### src/rtl/axi_pkg.sv
// Shared AXI definitions: response codes, the master FSM state type and
// the width helper for the handshake timeout counter.
package axi_pkg;

  localparam logic [1:0] RESP_OKAY   = 2'b00;
  localparam logic [1:0] RESP_EXOKAY = 2'b01;
  localparam logic [1:0] RESP_SLVERR = 2'b10;
  localparam logic [1:0] RESP_DECERR = 2'b11;

  typedef enum logic [2:0] {
    ST_IDLE,
    ST_WR_REQ,
    ST_WR_RESP,
    ST_RD_REQ,
    ST_RD_DATA,
    ST_RSP
  } axi_mst_state_e;

  // A disabled timeout (0) still needs a one-bit counter to keep widths legal.
  function automatic int timeout_w(input int t);
    return (t < 1) ? 1 : $clog2(t + 1);
  endfunction

endpackage

### src/rtl/axi4_lite_master.sv
// AXI4-Lite initiator: one command in, one single-beat AXI transaction out,
// one response back. Only one transaction is ever outstanding.
module axi4_lite_master
  import axi_pkg::*;
#(
  parameter int ADDR_WIDTH = 32,
  parameter int DATA_WIDTH = 32,
  parameter int TIMEOUT    = 1024,
  localparam int STRB_WIDTH = DATA_WIDTH / 8
) (
  input  logic                  aclk,
  input  logic                  areset,
  input  logic                  cmd_valid,
  output logic                  cmd_ready,
  input  logic                  cmd_write,
  input  logic [ADDR_WIDTH-1:0] cmd_addr,
  input  logic [DATA_WIDTH-1:0] cmd_wdata,
  input  logic [STRB_WIDTH-1:0] cmd_wstrb,
  output logic                  rsp_valid,
  input  logic                  rsp_ready,
  output logic                  rsp_write,
  output logic [DATA_WIDTH-1:0] rsp_rdata,
  output logic [1:0]            rsp_resp,
  output logic                  timeout,
  output logic                  m_awvalid,
  input  logic                  m_awready,
  output logic [ADDR_WIDTH-1:0] m_awaddr,
  output logic [2:0]            m_awprot,
  output logic                  m_wvalid,
  input  logic                  m_wready,
  output logic [DATA_WIDTH-1:0] m_wdata,
  output logic [STRB_WIDTH-1:0] m_wstrb,
  input  logic                  m_bvalid,
  output logic                  m_bready,
  input  logic [1:0]            m_bresp,
  output logic                  m_arvalid,
  input  logic                  m_arready,
  output logic [ADDR_WIDTH-1:0] m_araddr,
  output logic [2:0]            m_arprot,
  input  logic                  m_rvalid,
  output logic                  m_rready,
  input  logic [DATA_WIDTH-1:0] m_rdata,
  input  logic [1:0]            m_rresp
);

  localparam int TIMEOUT_W = timeout_w(TIMEOUT);
  localparam logic [TIMEOUT_W-1:0] CNT_MAX  = TIMEOUT_W'(TIMEOUT);
  localparam logic [TIMEOUT_W-1:0] CNT_LAST = TIMEOUT_W'(TIMEOUT - 1);
  localparam logic [TIMEOUT_W-1:0] CNT_ONE  = TIMEOUT_W'(1);

  axi_mst_state_e        state_q, state_d;
  logic                  awvalid_q, awvalid_d;
  logic                  wvalid_q, wvalid_d;
  logic                  bready_q, bready_d;
  logic                  arvalid_q, arvalid_d;
  logic                  rready_q, rready_d;
  logic [ADDR_WIDTH-1:0] addr_q, addr_d;
  logic [DATA_WIDTH-1:0] wdata_q, wdata_d;
  logic [STRB_WIDTH-1:0] wstrb_q, wstrb_d;
  logic                  write_q, write_d;
  logic [DATA_WIDTH-1:0] rdata_q, rdata_d;
  logic [1:0]            resp_q, resp_d;
  logic [TIMEOUT_W-1:0]  cnt_q;
  logic                  timeout_q;
  logic                  waiting;

  always_comb begin
    state_d   = state_q;
    awvalid_d = awvalid_q;
    wvalid_d  = wvalid_q;
    bready_d  = bready_q;
    arvalid_d = arvalid_q;
    rready_d  = rready_q;
    addr_d    = addr_q;
    wdata_d   = wdata_q;
    wstrb_d   = wstrb_q;
    write_d   = write_q;
    rdata_d   = rdata_q;
    resp_d    = resp_q;
    unique case (state_q)
      ST_IDLE: begin
        if (cmd_valid) begin
          addr_d  = cmd_addr;
          wdata_d = cmd_wdata;
          wstrb_d = cmd_wstrb;
          write_d = cmd_write;
          if (cmd_write) begin
            awvalid_d = 1'b1;
            wvalid_d  = 1'b1;
            state_d   = ST_WR_REQ;
          end else begin
            arvalid_d = 1'b1;
            state_d   = ST_RD_REQ;
          end
        end
      end
      ST_WR_REQ: begin
        // AW and W retire independently; move on once neither is pending.
        if (m_awready) awvalid_d = 1'b0;
        if (m_wready)  wvalid_d  = 1'b0;
        if ((!awvalid_q || m_awready) && (!wvalid_q || m_wready)) begin
          bready_d = 1'b1;
          state_d  = ST_WR_RESP;
        end
      end
      ST_WR_RESP: begin
        if (m_bvalid) begin
          resp_d   = m_bresp;
          rdata_d  = '0;
          bready_d = 1'b0;
          state_d  = ST_RSP;
        end
      end
      ST_RD_REQ: begin
        if (m_arready) begin
          arvalid_d = 1'b0;
          rready_d  = 1'b1;
          state_d   = ST_RD_DATA;
        end
      end
      ST_RD_DATA: begin
        if (m_rvalid) begin
          rdata_d  = m_rdata;
          resp_d   = m_rresp;
          rready_d = 1'b0;
          state_d  = ST_RSP;
        end
      end
      ST_RSP: begin
        if (rsp_ready) state_d = ST_IDLE;
      end
      default: state_d = ST_IDLE;
    endcase
  end

  always_ff @(posedge aclk) begin
    if (areset) begin
      state_q   <= ST_IDLE;
      awvalid_q <= 1'b0;
      wvalid_q  <= 1'b0;
      bready_q  <= 1'b0;
      arvalid_q <= 1'b0;
      rready_q  <= 1'b0;
      addr_q    <= '0;
      wdata_q   <= '0;
      wstrb_q   <= '0;
      write_q   <= 1'b0;
      rdata_q   <= '0;
      resp_q    <= '0;
    end else begin
      state_q   <= state_d;
      awvalid_q <= awvalid_d;
      wvalid_q  <= wvalid_d;
      bready_q  <= bready_d;
      arvalid_q <= arvalid_d;
      rready_q  <= rready_d;
      addr_q    <= addr_d;
      wdata_q   <= wdata_d;
      wstrb_q   <= wstrb_d;
      write_q   <= write_d;
      rdata_q   <= rdata_d;
      resp_q    <= resp_d;
    end
  end

  assign waiting = (state_q == ST_WR_REQ) || (state_q == ST_WR_RESP) ||
                   (state_q == ST_RD_REQ) || (state_q == ST_RD_DATA);

  // Saturating watchdog; it only flags a stall and never aborts the transfer.
  always_ff @(posedge aclk) begin
    if (areset) begin
      cnt_q     <= '0;
      timeout_q <= 1'b0;
    end else if (state_d != state_q) begin
      cnt_q <= '0;
    end else if (waiting && (cnt_q != CNT_MAX)) begin
      cnt_q <= cnt_q + CNT_ONE;
      if ((TIMEOUT != 0) && (cnt_q == CNT_LAST)) timeout_q <= 1'b1;
    end
  end

  assign cmd_ready = (state_q == ST_IDLE);
  assign rsp_valid = (state_q == ST_RSP);
  assign rsp_write = write_q;
  assign rsp_rdata = rdata_q;
  assign rsp_resp  = resp_q;
  assign timeout   = timeout_q;

  assign m_awvalid = awvalid_q;
  assign m_awaddr  = addr_q;
  assign m_awprot  = 3'b000;
  assign m_wvalid  = wvalid_q;
  assign m_wdata   = wdata_q;
  assign m_wstrb   = wstrb_q;
  assign m_bready  = bready_q;
  assign m_arvalid = arvalid_q;
  assign m_araddr  = addr_q;
  assign m_arprot  = 3'b000;
  assign m_rready  = rready_q;

endmodule

### config.mk
export PLATFORM = sky130hd
export DESIGN_NAME = axi4_lite_master
export DESIGN_NICKNAME = d
export VERILOG_FILES = /design/src/rtl/axi_pkg.sv /design/src/rtl/axi4_lite_master.sv
export SDC_FILE = /design/constraint.sdc
export NUM_CORES = 1
export LEC_CHECK = 0
export ABC_AREA = 1
export CORE_MARGIN = 5
export CORE_UTILIZATION = 40
export DETAILED_ROUTE_END_ITERATION = 8
export PLACE_DENSITY = 0.81
export SYNTH_ARGS = -nofsm -noshare
export SYNTH_HDL_FRONTEND = slang
export SYNTH_SLANG_ARGS = --single-unit
### constraint.sdc
create_clock -name aclk -period 2 [get_ports aclk]
set_input_delay 0.2 -clock aclk [delete_from_list [all_inputs] [get_ports aclk]]
set_output_delay 0.2 -clock aclk [all_outputs]
set_load 0.03 [all_outputs]
Yosys cells after proc, flatten, opt, wreduce, memory -nomap -nowiden:

Cells that the tools add are included.

* bits in registers: 123
* output and inout port bits: 149
* word-level logic and storage cells: 87
* bits of input ports: 114

* reduce and logical (&&, ||, !) cells: 24
* equality and inequality tests: 17
* muxes and demuxes: 30
* add/subtract/negate cells: 1
* bitwise logic cells: 1

Operator list (count)
* 32-bit two-way mux: 2
* 32-bit case mux with 2 select lines: 1
* 3-bit two-way mux: 6
* 3-bit case mux with 6 select lines: 1
* 2-bit != test, second input constant: 8
* 3-bit AND reduction: 4
* 4-bit AND reduction: 3
* 11-bit by 1-bit adder with 11-bit output, second input constant: 1
* 11-bit by 10-bit equality test with 1-bit output, second input constant: 1
* 1-bit two-way mux: 11
* 11-bit != test, second input constant: 1
* 1-bit case mux with 2 select lines: 5
* 2-bit nonzero test: 5
* 3-bit by 2-bit equality test with 1-bit output, second input constant: 2
* 3-bit equality test, second input constant: 2
* 2-bit two-way mux: 3
* 1-bit logical OR: 5
* 2-bit case mux with 2 select lines: 1
* 3-bit by 1-bit equality test with 1-bit output, second input constant: 1
* 3-bit zero test: 1
* 3-bit != test: 1
* 1-bit logical AND: 2
* 1-bit zero test: 2
* 2-bit by 1-bit != test with 1-bit output, second input constant: 1
* 3 further kinds: 3

Logic depth before layout (Yosys ltp):

* word-level depth: 8
* depth in mapped cells: 12
* mapped depth without buffers: 11

Least setup slack after synthesis:

OpenSTA, ideal clock, no wires.

* kind: register to register
* start point: reg state_q[0]
* end point: reg arvalid_q, in the netlist m_arvalid
* slack: 482 ps
* required time: 1868 ps
* arrival time: 1386 ps
* stages on the path, launching flop included: 10
* setup time: 132 ps
* period minus slack after synthesis: 1518 ps
* buffers on the path: 1
* path through: dfxtp_1 -> inv_1 -> nand2_2 -> nor2_4 -> nand2_4 -> inv_2 -> buf_2 -> nor2_1 -> o21ai_0 -> a21oi_1

* cells in the longest elaborated chain, start to end: 3
* elaborated cells between the ends (all ways): 8
* classes of those cells: 4 x eq/ne; 1 x mux; 3 x reduce/logical

Ends and longest elaborated chain
* start, declared: line axi4_lite_master.sv:51 `axi_mst_state_e state_q, state_d;`
* start signal, assigned: line axi4_lite_master.sv:151 `state_q <= state_d;`
* 3-bit zero test *
* named net cmd_ready: line axi4_lite_master.sv:14 `output logic cmd_ready,`
* 2-bit != test (no line) or 2-bit nonzero test (tied branches)
* 4-bit AND reduction (no line)
* end signal, assigned: line axi4_lite_master.sv:155 `arvalid_q <= arvalid_d;`
* end, declared: line axi4_lite_master.sv:55 `logic arvalid_q, arvalid_d;`

Mark *: on every way through the listed nets, which the timed path passes. The rest lies on a longest branch.
A chain may end at the register's enable or synchronous reset.

Worst setup path in the final report:

* start point: reg state_q[1]
* end point: out cmd_ready

* cells in the longest elaborated chain, start to end: 1

Ends and longest elaborated chain
* 3-bit zero test: line axi4_lite_master.sv:182 `assign cmd_ready = (state_q == ST_IDLE);`
* end, declared: line axi4_lite_master.sv:14

Every way passes these cells.

==> results.json <==
{
  "finalSetupViolations": 0,
  "yosys_warnings": 0,
  "area.growth.synth_to_final_pct": 59.31,
  "grt_max_degree": 77,
  "worst_ep_required_time_ns": 1.80,
  "synth_compound_area_share_pct": 15.10,
  "end_kind": "primary output",
  "min_to": "m_rready",
  "drv_slew": 0,
  "power.density_mw_per_mm2": 1071,
  "r2r-start": "state_q[0]",
  "synthSimpleGateAreaFrac_pct": 22.86,
  "synth.mux.area_fraction_pct": 0,
  "synth_area_leaders": "dfxtp_1 48%, nand2_1 14%, a21oi_1 11%",
  "reg2reg_slack_ns": 0.24,
  "synth_top_area_cell": "dfxtp_1",
  "cp-start-kind": "register",
  "synth.yosys.seq_area_share_pct": 48.33,
  "initial_core_util_pct": 40.54,
  "ys_seq_elements": 123,
  "fin_ws_ns": 0.1803,
  "grt_antenna_before_repair": 0,
  "synth_top_family_by_area": "simple AND/OR/NAND/NOR gates",
  "viasPerCell": 4.643,
  "drt_iter0_markers": 358,
  "dr_total_vias": 5010,
  "finalCritPeriodShare_pct": 90.98,
  "grt_pass1_wl_um": 23690,
  "cts_tree": "yes",
  "grt_remaining_overflow": 0,
  "path_class": "reg -> out",
  "synth_flop_cell": "dfxtp_1",
  "design.portCount": 263,
  "synth.top_cell.area_share_pct": 48.33,
  "design_area_mm2": 0.008117,
  "synth_cell_types": 28,
  "synth_most_common_cell": "nand2_1",
  "grt_pass1_vias": 4725,
  "synth.avg_cell_area_um2": 7.492,
  "fill_cells": 1066,
  "rsz0062_at_grt": "no",
  "irDropWorstVdd_mv": 0.7794,
  "clock_latency_ns": 0.40,
  "crit_chain": "inv_1 -> nand2_2 -> nor2_4 -> dlygate4sd2_1",
  "die_x_um": 122.9,
  "synthAdderAreaFrac_pct": 0.4912,
  "yosys-top-cells-count": "186 x nand2_1, 123 x dfxtp_1, 109 x a21oi_1, 52 x nor2_1, 39 x buf_4",
  "hold_class": "in -> reg",
  "post_dp_cell_area_mm2": 0.007541,
  "drt-pass1-iter-count": 4,
  "fin_setup_tns_ns": 0,
  "rr_worst_depth": 8,
  "clk_pin_slew_ns": 0.05,
  "cp.arrival_ns": 1.62,
  "dp_cells": 1049,
  "numCtsBuffers": 17,
  "fin_cells": 1079,
  "dieHeight_um": 122.9,
  "ctsHtreeMaxLevel": 4,
  "fin_nets": 1012,
  "synth-xor-area-share_pct": 1.547,
  "std_cell_rows": 41,
  "post-dp-hpwl_um": 11220,
  "portBuffers": 256,
  "final_hold_viol_count": 0,
  "worst_path_max_delay_cell": "dlygate4sd2_1",
  "crit_path_max_incr_delay_ns": 0.47,
  "path_max_fanout": 5,
  "core_area_mm2": 0.01257,
  "synthArstFlopShare_pct": 0,
  "layout_min_cycle_time_ns": 1.820,
  "hold_start": "areset",
  "holdPathStages": 2,
  "antenna_left": 0,
  "fmax_mhz": 549.5,
  "cts_max_path_buffers": 2,
  "dieArea_mm2": 0.01509,
  "fin_skew_ns": 0.007277,
  "antenna_cells": 0,
  "r2r_end": "cnt_q[5]",
  "track_usage_pct": 20.04,
  "outcome": "finished clean",
  "cts-root-buf": "clkbuf_16",
  "layout-drive-gt1-share_pct": 7.607,
  "synthCells": 680,
  "startpoint": "state_q[1]",
  "gp_congestion": 0.8922,
  "avgRoutedWirePerCell_um": 14.35,
  "dp_worst_setup_slack_ns": 0.2036,
  "drv_cap": 0,
  "power.static_leakage_nw": 3.176,
  "cts.sinks": 123,
  "routed_wl_um": 15490,
  "synth_enable_flop_cells": 0,
  "drc": 0,
  "syn_area_mm2": 0.005095,
  "holdBufCountCts": 0
}
## cells in the final DEF, fill, tap and decap left out, types with 3 or more instances in the layout
| cell | n |
|---|---|
| nor2_2 | 13 |
| nor3_1 | 5 |
| o21ai_0 | 37 |
| clkbuf_16 | 17 |
| buf_4 | 8 |
| clkinv_2 | 3 |
| conb_1 | 6 |
| nand2_4 | 3 |
| nand3_1 | 9 |
| clkdlybuf4s50_1 | 253 |
| nor2_1 | 52 |
| inv_2 | 3 |
| nand2_1 | 186 |
| nand2_2 | 8 |
| a21oi_1 | 109 |
| clkbuf_8 | 4 |
| xor2_1 | 8 |
| inv_1 | 34 |
| dfxtp_1 | 123 |
| o21ai_1 | 4 |
## cell type report
| class | instances | area (um2) | share of cell area, % |
|---|---|---|---|
| well taps | 172 | 215.2 | 2.651 |
| repair buffers | 266 | 2655 | 32.71 |
| multi-input cells | 450 | 2061 | 25.39 |
| clock buffers | 23 | 488.0 | 6.012 |
| flip-flops and latches | 123 | 2462 | 30.34 |
| clock inverters | 7 | 90.09 | 1.110 |
| inverters | 38 | 145.1 | 1.788 |
## power breakdown
group | switching, mW | internal (mW)
Combinational | 1.67 | 1.11
Sequential | 0.190 | 2.76
Clock | 1.02 | 1.95
## kinds of logic after synthesis
family                   Yosys count
adder cells (fa/ha/maj)            2
XOR/XNOR                           9
flip-flops                       123
other                              1
AND/OR/NAND/NOR                  280
buffers and inverters            112
AO/OA/AOI/OAI                    153
## how the worst max path moves through the flow
stage	end	slack [ns]
after floorplan	m_arvalid	0.48
after global placement	cnt_q[10]	0.27
after detailed placement	cnt_q[4]	0.20
after CTS	cmd_ready	0.14
final	cmd_ready	0.18
after global routing	cnt_q[5]	0.03
## critical path, delay by kind of cell (launching register included)
| family | cells | cell delay (ns) |
|---|---|---|
| flops | 1 | 0.36 |
| buf+inv | 2 | 0.64 |
| simple gates | 2 | 0.22 |
## metal layers
layer / part of all wire (%) / GRT usage [%] / wire (um)
met5: 0 / 0 / 0
met2: 47 / 31.47 / 7307
met1: 40 / 23.35 / 6247
met4: 1.1 / 7.418 / 170
met3: 11 / 10.28 / 1762
## flip-flops by register name, summed over array words and instances (netlist names)
| register | count |
|---|---|
| m_rready | 1 |
| rsp_write | 1 |
| rsp_rdata | 32 |
| rsp_resp | 2 |
| timeout | 1 |
| state_q | 3 |
| m_awvalid | 1 |
| m_araddr | 32 |
| cnt_q | 11 |
| m_wdata | 32 |
| m_wstrb | 4 |
| m_bready | 1 |
| m_wvalid | 1 |
| m_arvalid | 1 |
## per-stage QoR
| stage | util [%] | hold WS [ns] | total power, mW |
|---|---|---|---|
| after floorplan | - | 0.3405 | 4.706 |
| after global placement | 60.00 | 0.4376 | 5.763 |
| after detailed placement | 60.00 | 0.4421 | 5.796 |
| after CTS | 64.58 | 0.04774 | 8.807 |
| after global routing | 64.58 | 0.06421 | 9.135 |
| final | 64.58 | 0.07589 | 8.694 |
## repair_timing
item | CTS | global route
endpoints found under the setup margin | 2 | 0
resized for setup | 2 | 0
buffers inserted | 0 | 0
Power figures use the tool's default switching activity.
